### config.mk
export PLATFORM = sky130hd
export DESIGN_NAME = fpu_f2i_seq
export DESIGN_NICKNAME = d
export VERILOG_FILES = /design/src/rtl/fpu_pkg.sv /design/src/rtl/fpu_f2i_classify.sv /design/src/rtl/fpu_f2i_seq.sv
export SDC_FILE = /design/constraint.sdc
export NUM_CORES = 1
export LEC_CHECK = 0
export BUFFER_PORTS_ARGS = -buffer_cell sky130_fd_sc_hd__buf_2
export CAP_MARGIN = 20
export CORE_ASPECT_RATIO = 1.1
export CORE_MARGIN = 2
export CORE_UTILIZATION = 40
export CTS_BUF_LIST = sky130_fd_sc_hd__clkbuf_4
export CTS_CLUSTER_SIZE = 12
export DETAILED_ROUTE_END_ITERATION = 8
export PLACE_DENSITY_LB_ADDON = 0.1
export SYNTH_ARGS = -nofsm -noshare
export SYNTH_HDL_FRONTEND = slang
export SYNTH_SLANG_ARGS = --single-unit
### constraint.sdc
create_clock -name clk -period 2 [get_ports clk]
set_clock_uncertainty 0.1 [all_clocks]
set_input_delay 0.4 -clock clk [delete_from_list [all_inputs] [get_ports clk]]
set_output_delay 0.4 -clock clk [all_outputs]
set_load 0.1 [all_outputs]
### src/rtl/fpu_pkg.sv
// Shared definitions for the binary32 floating-point helpers.
// Contents:
//   f2i_state_t   - state encoding of the sequential float-to-int converter
//   field indices - sign / exponent / fraction positions inside a binary32 word
//   exponent keys - biased exponent values the converter decides on
//   saturation    - 32-bit signed integer limits returned on overflow / NaN
//   shift_count() - number of single-bit shifts that align a significand
package fpu_pkg;

  typedef enum logic [1:0] {
    ST_IDLE  = 2'd0,
    ST_SHIFT = 2'd1,
    ST_ROUND = 2'd2,
    ST_DONE  = 2'd3
  } f2i_state_t;

  // binary32 field positions
  localparam int SIGN_BIT = 31;
  localparam int EXP_MSB  = 30;
  localparam int EXP_LSB  = 23;
  localparam int FRAC_MSB = 22;

  // Biased exponent keys
  localparam logic [7:0] EXP_ALL_ONES  = 8'hFF;   // inf / NaN
  localparam logic [7:0] EXP_UNITY_LSB = 8'd150;  // E = 23: significand LSB has weight 1
  localparam logic [7:0] EXP_OVF       = 8'd158;  // E = 31: magnitude >= 2^31

  // Saturation values and the one binary32 that is exactly INT32_MIN
  localparam logic [31:0] SAT_POS     = 32'h7FFF_FFFF;
  localparam logic [31:0] SAT_NEG     = 32'h8000_0000;
  localparam logic [31:0] INT_MIN_F32 = 32'hCF00_0000;

  // |E - 23| for a biased exponent; callers only use it for E in -1..30,
  // where the result fits in five bits.
  function automatic logic [4:0] shift_count(input logic [7:0] exp_field);
    if (exp_field > EXP_UNITY_LSB) begin
      shift_count = 5'(exp_field - EXP_UNITY_LSB);
    end else begin
      shift_count = 5'(EXP_UNITY_LSB - exp_field);
    end
  endfunction

endpackage

### src/rtl/fpu_f2i_classify.sv
// Combinational special-operand detector for binary32 -> int32 conversion.
// Operands whose result is known without any shifting are flagged here
// together with their final result and invalid flag.
// Ports:
//   a           in  [31:0] binary32 operand
//   is_special  out        operand bypasses the shift/round datapath
//   special_res out [31:0] result for a special operand (0 otherwise)
//   special_nv  out        invalid flag for a special operand (0 otherwise)
// Configuration: FPU_F2I_RNE_EN defined -> E = -1 (0.5 <= |a| < 1) is not
// special, because round-to-nearest can turn it into +/-1.
module fpu_f2i_classify
  import fpu_pkg::*;
(
  input  logic [31:0] a,
  output logic        is_special,
  output logic [31:0] special_res,
  output logic        special_nv
);

  // Smallest biased exponent that still needs the datapath.
`ifdef FPU_F2I_RNE_EN
  localparam logic [7:0] EXP_SMALL_LIM = 8'd126;
`else
  localparam logic [7:0] EXP_SMALL_LIM = 8'd127;
`endif

  logic [7:0]  exp_s;
  logic [22:0] frac_s;
  logic        sign_s;

  assign exp_s  = a[EXP_MSB:EXP_LSB];
  assign frac_s = a[FRAC_MSB:0];
  assign sign_s = a[SIGN_BIT];

  // Priority decode of the special classes.
  always_comb begin
    is_special  = 1'b0;
    special_res = 32'd0;
    special_nv  = 1'b0;
    if (exp_s == EXP_ALL_ONES) begin
      is_special = 1'b1;
      special_nv = 1'b1;
      if (frac_s != 23'd0) begin
        special_res = SAT_POS;           // NaN always saturates positive
      end else if (sign_s) begin
        special_res = SAT_NEG;
      end else begin
        special_res = SAT_POS;
      end
    end else if (exp_s >= EXP_OVF) begin
      is_special = 1'b1;
      if (!sign_s) begin
        special_res = SAT_POS;
        special_nv  = 1'b1;
      end else if (a == INT_MIN_F32) begin
        special_res = SAT_NEG;           // exactly -2^31 is representable
        special_nv  = 1'b0;
      end else begin
        special_res = SAT_NEG;
        special_nv  = 1'b1;
      end
    end else if (exp_s < EXP_SMALL_LIM) begin
      // zero, denormal, or too small to reach magnitude 1
      is_special  = 1'b1;
      special_res = 32'd0;
      special_nv  = 1'b0;
    end else begin
      is_special  = 1'b0;
      special_res = 32'd0;
      special_nv  = 1'b0;
    end
  end

endmodule

### src/rtl/fpu_f2i_seq.sv
// Sequential binary32 -> int32 converter (FCVT.W.S semantics).
// The 24-bit significand is aligned one bit per cycle, so a normal operand
// takes |E-23| SHIFT cycles, one ROUND cycle, then a DONE cycle.
// Special operands skip straight to DONE.
// Ports:
//   clk   in         rising-edge clock
//   rst   in         synchronous active-high reset, overrides start
//   start in         request, accepted in IDLE or DONE only
//   a     in  [31:0] binary32 operand, sampled on the accepting edge
//   rm    in         0 = RTZ, 1 = RNE (only with FPU_F2I_RNE_EN)
//   res   out [31:0] signed result, held until the next accepted start
//   nv    out        invalid flag, valid with done
//   busy  out        high in SHIFT and ROUND
//   done  out        one-cycle completion pulse
// Configuration: FPU_F2I_RNE_EN enables guard/sticky tracking and the
// round-to-nearest-even increment; without it every result is truncated.
module fpu_f2i_seq
  import fpu_pkg::*;
(
  input  logic        clk,
  input  logic        rst,
  input  logic        start,
  input  logic [31:0] a,
  input  logic        rm,
  output logic [31:0] res,
  output logic        nv,
  output logic        busy,
  output logic        done
);

  f2i_state_t  state_r, state_n;
  logic [31:0] mag_r, mag_n;        // aligned magnitude (up to 2^31 - 2^7)
  logic [4:0]  cnt_r, cnt_n;        // remaining shifts
  logic        left_r, left_n;      // shift direction
  logic        sign_r, sign_n;
  logic [31:0] res_r, res_n;
  logic        nv_r, nv_n;
  logic        busy_r, busy_n;
  logic        done_r, done_n;

  logic        accept_s;
  logic        is_special_s;
  logic [31:0] special_res_s;
  logic        special_nv_s;
  logic [4:0]  k_s;
  logic        left_s;
  logic [31:0] rounded_s;

`ifdef FPU_F2I_RNE_EN
  logic        guard_r, guard_n;    // last bit shifted out
  logic        sticky_r, sticky_n;  // OR of all earlier shifted-out bits
  logic        rm_r, rm_n;
  logic        round_up_s;
`else
  logic        rm_unused_s;
  assign rm_unused_s = rm;
`endif

  fpu_f2i_classify u_classify (
    .a           (a),
    .is_special  (is_special_s),
    .special_res (special_res_s),
    .special_nv  (special_nv_s)
  );

  assign accept_s = start && ((state_r == ST_IDLE) || (state_r == ST_DONE));
  assign k_s      = shift_count(a[EXP_MSB:EXP_LSB]);
  assign left_s   = (a[EXP_MSB:EXP_LSB] > EXP_UNITY_LSB);

`ifdef FPU_F2I_RNE_EN
  // Ties go to the even neighbour: round up on guard unless exactly half with even LSB.
  assign round_up_s = rm_r & guard_r & (sticky_r | mag_r[0]);
  assign rounded_s  = mag_r + {31'd0, round_up_s};
`else
  assign rounded_s  = mag_r;
`endif

  // Next-state and next-output logic; outputs are computed one cycle ahead
  // so that they can be driven straight from registers.
  always_comb begin
    state_n  = state_r;
    mag_n    = mag_r;
    cnt_n    = cnt_r;
    left_n   = left_r;
    sign_n   = sign_r;
    res_n    = res_r;
    nv_n     = nv_r;
    busy_n   = 1'b0;
    done_n   = 1'b0;
`ifdef FPU_F2I_RNE_EN
    guard_n  = guard_r;
    sticky_n = sticky_r;
    rm_n     = rm_r;
`endif
    if (accept_s) begin
      mag_n  = {8'd0, 1'b1, a[FRAC_MSB:0]};
      cnt_n  = k_s;
      left_n = left_s;
      sign_n = a[SIGN_BIT];
`ifdef FPU_F2I_RNE_EN
      guard_n  = 1'b0;
      sticky_n = 1'b0;
      rm_n     = rm;
`endif
      if (is_special_s) begin
        state_n = ST_DONE;
        done_n  = 1'b1;
        res_n   = special_res_s;
        nv_n    = special_nv_s;
      end else if (k_s == 5'd0) begin
        state_n = ST_ROUND;             // E = 23: already aligned
        busy_n  = 1'b1;
      end else begin
        state_n = ST_SHIFT;
        busy_n  = 1'b1;
      end
    end else begin
      case (state_r)
        ST_IDLE: begin
          state_n = ST_IDLE;
        end
        ST_SHIFT: begin
          busy_n = 1'b1;
          cnt_n  = cnt_r - 5'd1;
          if (left_r) begin
            mag_n = {mag_r[30:0], 1'b0};
          end else begin
            mag_n = {1'b0, mag_r[31:1]};
`ifdef FPU_F2I_RNE_EN
            guard_n  = mag_r[0];
            sticky_n = sticky_r | guard_r;
`endif
          end
          if (cnt_r == 5'd1) begin
            state_n = ST_ROUND;
          end else begin
            state_n = ST_SHIFT;
          end
        end
        ST_ROUND: begin
          state_n = ST_DONE;
          done_n  = 1'b1;
          nv_n    = 1'b0;
          if (sign_r) begin
            res_n = 32'd0 - rounded_s;
          end else begin
            res_n = rounded_s;
          end
        end
        ST_DONE: begin
          state_n = ST_IDLE;
        end
        default: begin
          state_n = ST_IDLE;
        end
      endcase
    end
  end

  // State, datapath and output registers; rst wins over any start.
  always_ff @(posedge clk) begin
    if (rst) begin
      state_r  <= ST_IDLE;
      mag_r    <= 32'd0;
      cnt_r    <= 5'd0;
      left_r   <= 1'b0;
      sign_r   <= 1'b0;
      res_r    <= 32'd0;
      nv_r     <= 1'b0;
      busy_r   <= 1'b0;
      done_r   <= 1'b0;
`ifdef FPU_F2I_RNE_EN
      guard_r  <= 1'b0;
      sticky_r <= 1'b0;
      rm_r     <= 1'b0;
`endif
    end else begin
      state_r  <= state_n;
      mag_r    <= mag_n;
      cnt_r    <= cnt_n;
      left_r   <= left_n;
      sign_r   <= sign_n;
      res_r    <= res_n;
      nv_r     <= nv_n;
      busy_r   <= busy_n;
      done_r   <= done_n;
`ifdef FPU_F2I_RNE_EN
      guard_r  <= guard_n;
      sticky_r <= sticky_n;
      rm_r     <= rm_n;
`endif
    end
  end

  assign res  = res_r;
  assign nv   = nv_r;
  assign busy = busy_r;
  assign done = done_r;

endmodule

==> metrics.yaml, run 1 <==
yosys:
  synth_nets: 629
  synthCells: 582
  synth-async-reset-ratio_pct: 0
  avgSynthCellArea_um2: 7.94
  synth_warnings: 0
  synth_cell_types: 60
  syn_area_um2: 4620
  synth-edff-count: 0
  ys_seq_elements: 76
  synthFlopType: "dfxtp_1"
  yosysSeqAreaShare_pct: 32.9
routing:
  routed_wl_um: 13800
  first_pass_iters: 4
  via_per_inst: 5.37
  final_antenna_net_count: 0
  via_count: 4748
  routedWlPerCell_um: 15.6
  drc: 0
  drtIter0Drc: 283
global_route:
  grt_max_degree: 57
  antenna_found_initial: 0
  grt_pass1_wl_um: 21700
  grt_overflow: 0
  grt_usage_pct: 21.9
  grt_pass1_vias: 4371
die:
  rows: 41
  die_x_um: 106
  initial_core_util_pct: 40.6
  fp.dieH_um: 117
  dieArea_um2: 12400
  ioPinCount: 71
  core_um2: 11400
clock_network:
  cts_tree: "built"
  ctsLongestPathBuffers: 2
  htreeDepth: 3
  clk_pin_slew_ns: 0.13
  cts_hold_buffers: 0
  cts-root-buf: "clkbuf_4"
  cts_buffers: 9
  clock_sinks: 76
  clkLatencyLatePin_ns: 0.46
sta:
  tightest_slew_ns: 0.725
  slew_violations: 0
  timing.final.crit_share_pct: 108
  setup_ws_ns: -0.169
  setup_viol: 12
  min_period_ns: 2.17
  hold_viol: 0
  rsz0062_at_grt: "yes"
  fmax_mhz: 461
  max_slew_margin_pct: 51.6
  holdWs_ns: 0.114
critical_path:
  max_stage_delay_ns: 0.53
  critPathBufInv: 0
  crit_arrival_ns: 2.41
  end_kind: "flip-flop"
  path_cells: "or4_4 -> or3_4 -> o31ai_4 -> xor2_1 -> o221a_2 -> nor3_2"
  crit_fanout: 2
  required_ns: 2.24
  crit_path_top_delay_cell: "or4_4"
  path_delay_family: "simple AND/OR/NAND/NOR gates"
  cp-start-kind: "flip-flop"
  worstSetupPathType: "flip-flop to flip-flop"
worst_hold_path:
  hold_path_class: "input port to flip-flop"
placement:
  finalWeightedCongestion: 0.855
  post_dp_cell_area_um2: 5760
  place_ws_ns: -0.421
  port_buffers: 69
  detailed_place_hpwl_um: 9570
power_and_ir_drop:
  p_leak_nw: 2.59
  p_total_mw: 9.20
  powerDensity_nw_per_um2: 1410
  max-vdd-ir-drop_v: 0.00123
flow_run:
  cap_violations: 0
layout:
  mostFrequentLayoutCell: "buf_4"
  fill_cells: 1090
  area_growth_pct: 41.0
  fin_nets: 776
  drive_gt1_share_pct: 38.0
  final_area_um2: 6510
  mostFrequentLayoutCells: "106 x buf_4, 95 x nor2_1, 69 x buf_2, 65 x dfxtp_1, 62 x a21oi_1"
  final_core_util_pct: 57.2
  antenna_cells: 0
run_status:
  failed_checks: "setup timing"
  status: "complete, but fails checks"
## layout make-up
cell class | instances | area (um2) | area share (%)
clock buffer | 9 | 67.6 | 1.04
tap | 150 | 188 | 2.88
sequential | 76 | 1540 | 23.7
clock inverter | 7 | 67.6 | 1.04
timing repair buffer | 192 | 1400 | 21.5
multi-input combinational | 440 | 3210 | 49.2
inverter | 10 | 42.5 | 0.653
## Yosys cell counts, types with 3 or more instances
cell type  number  share of area, %
a211o_1         3              0.57
a211oi_1       35               5.7
a21oi_1        66               7.2
a31oi_1         3              0.41
buf_1           7              0.57
buf_2          17               1.8
clkbuf_1       29               2.4
dfxtp_1        76                33
ha_1           11               3.0
inv_1           9              0.73
mux2i_1        32               6.9
nand2_1        19               1.5
nand2b_1        7              0.95
nand3_1         4              0.43
nand4_1         7              0.95
nor2_1         95               7.7
nor3_1         32               3.5
nor4_1          7              0.95
o21ai_0        18               2.0
o21ai_1         7              0.76
o31ai_1        11               1.8
o41ai_1         3              0.57
o41ai_2         3               1.1
or3_1           4              0.54
xnor2_1        24               4.6
xor2_1         11               2.1
## worst register-to-register path: cells and delay by family, from the launching register on
| kind | cells | cell delay [ns] |
|---|---|---|
| compound gates | 2 | 0.44 |
| xor+xnor | 1 | 0.21 |
| simple gates | 3 | 0.96 |
| flops | 1 | 0.34 |
## cell families (layout without fill, tap and decap cells)
kind of cell,count (synthesis),after routing,synth area share (%)
compound gates,166,166,23.8
xor+xnor,35,35,6.64
fa+ha+maj,11,11,2.98
buf+inv,66,218,6.23
flops,76,76,32.9
mux,32,32,6.94
simple gates,196,196,20.5
## state kept, by name (all words and copies together) (netlist names)
signal	cells
mag_r	32
res	32
cnt_r	5
state_r	2
busy	1
done	1
left_r	1
nv	1
sign_r	1
## where the power goes
part / switching (mW) / total [mW] / internal, mW
Combinational: 3.79 / 5.99 / 2.20
Clock: 0.591 / 0.965 / 0.373
Sequential: 0.312 / 2.24 / 1.93
## through the flow
step	setup TNS, ns	std cells
2_1_floorplan	-0.0885	582
5_1_grt	-2.79	884
3_5_place_dp	-10.11	850
4_1_cts	-0.408	872
6_report	-0.645	884
3_3_place_gp	-8.44	850
## worst paths after layout
path | to | cells past startpoint | start | slack, ns
setup / recovery | res[31] | 6 | mag_r[28] | -0.17
hold / removal | mag_r[18] | 3 | a[18] | 0.11
setup reg to reg | res[31] | 6 | mag_r[28] | -0.17
hold reg to reg | res[17] | 2 | res[17] | 0.39
## per-layer routing
layer	up-vias	global-route usage [%]	wire, um
met5	-	0	0
met4	0	9.35	303
met3	22	2.85	500
met2	89	35.6	6740
met1	2254	29.5	6270
li1	2383	-	-
## what timing repair did
action	CTS	global route
resized for setup	50	43
endpoints found under the setup margin	22	32
buffers inserted	6	10
gates cloned	0	3
pin swaps	29	33
No activity file was read; power rests on OpenSTA's default activity.
==> run 2, diff against run 1 <==
- SKIP_CTS_REPAIR_TIMING: not set -> 1
==> run 2 against run 1 <==
The flow still finishes with violations (setup timing). Global-route usage shrank 0.85 points. Sequential share of layout area grew 0.077 points. Design area shrank 0.40%. Routed wire length shrank 0.62%. Critical path type unchanged. Largest power group unchanged. Highest routed layer unchanged.
==> metrics.yaml, run 2 (same netlist as run 1, synthesis figures left out) <==
run_status:
  status: "complete, but fails checks"
  failed_checks: "setup timing"
sta:
  setup_viol: 15
  slew_violations: 0
  max_slew_margin_pct: 50.5
  setup_ws_ns: -0.187
  holdWs_ns: 0.125
  rsz0062_at_grt: "yes"
  hold_viol: 0
  min_period_ns: 2.19
  tns_ns: -1.11
  fmax_mhz: 457
  timing.final.crit_share_pct: 109
  tightest_slew_ns: 0.741
critical_path:
  crit_arrival_ns: 2.45
  required_ns: 2.26
  end_kind: "flip-flop"
  crit_fanout: 2
  cp-start-kind: "flip-flop"
  worstSetupPathType: "flip-flop to flip-flop"
layout:
  mostFrequentLayoutCell: "buf_4"
  mostFrequentLayoutCells: "108 x buf_4, 95 x nor2_1, 69 x buf_2, 64 x dfxtp_1, 62 x a21oi_1"
  drive_gt1_share_pct: 38.1
  fill_cells: 1088
  fin_nets: 777
  final_core_util_pct: 57.0
  antenna_cells: 0
  final_area_um2: 6490
  area_growth_pct: 40.4
power_and_ir_drop:
  powerDensity_nw_per_um2: 1420
  max-vdd-ir-drop_v: 0.00121
  p_leak_nw: 2.59
clock_network:
  clkLatencyLatePin_ns: 0.45
  cts_buffers: 9
  htreeDepth: 3
  clk_pin_slew_ns: 0.14
  ctsLongestPathBuffers: 2
  cts_tree: "built"
  clock_sinks: 76
  cts-root-buf: "clkbuf_4"
routing:
  drc: 0
  drtIter0Drc: 313
  via_count: 4731
  final_antenna_net_count: 0
  routed_wl_um: 13700
  routedWlPerCell_um: 15.5
  first_pass_iters: 4
  via_per_inst: 5.35
global_route:
  antenna_found_initial: 0
  grt_usage_pct: 21.1
  grt_pass1_wl_um: 20900
  grt_max_degree: 57
  grt_pass1_vias: 4226
  grt_overflow: 0
die:
  core_um2: 11400
  die_x_um: 106
  dieArea_um2: 12400
  fp.dieH_um: 117
  ioPinCount: 71
  rows: 41
  initial_core_util_pct: 40.6
placement:
  detailed_place_hpwl_um: 9570
  finalWeightedCongestion: 0.855
  post_dp_cell_area_um2: 5760
  port_buffers: 69
worst_hold_path:
  hold_path_class: "input port to flip-flop"
flow_run:
  cap_violations: 0
[run 2: changes by cell type in the layout (fill, tap and decap cells not counted), sizes merged]
cell,before,now
buf,190,191
[run 2: report_power, final]
part	leakage [nW]	switching [mW]	internal (mW)	total [mW]
sequential	0.631	0.306	1.93	2.24
clock	0.0693	0.586	0.374	0.960
combinational	1.89	3.77	2.21	5.98
[run 2: final cells by class]
cell class,instances,area [um2],share of cell area [%]
multi-input cells,440,3170,48.9
flip-flops and latches,76,1540,23.8
repair buffers,193,1410,21.8
well taps,150,188,2.89
clock buffers,9,67.6,1.04
clock inverters,7,67.6,1.04
inverters,10,37.5,0.579
[run 2: critical path, cell delays in order (launching register included)]
cell and delay [ns]:
dfxtp_2 0.34, or4_4 0.52, or3_4 0.41, o31ai_4 0.20, xor2_1 0.11, o221a_2 0.29
nor3_1 0.12
[run 2: path summary, 6_finish.rpt]
check / cells after the start / startpoint / to / slack, ns
max: 6 / mag_r[28] / res[31] / -0.19
min: 3 / a[13] / mag_r[13] / 0.12
max reg2reg: 6 / mag_r[28] / res[31] / -0.19
min reg2reg: 2 / res[18] / res[18] / 0.39
[run 2: metrics by stage]
step	total power, mW	instances	worst slack (ns)
finish	9.18	885	-0.187
CTS	8.25	866	-0.241
global placement	7.21	850	-0.279
floorplan	5.93	582	-0.0826
detailed placement	7.28	850	-0.421
global route	9.74	885	-0.247
[run 2: layer usage]
metal  routed length, um  track usage (%)  up-vias
met5                   0                0        -
met4                 328             9.00        0
met3                 401             2.85       22
met2                6630             34.1       79
met1                6370             28.4     2242
li1                    -                -     2388
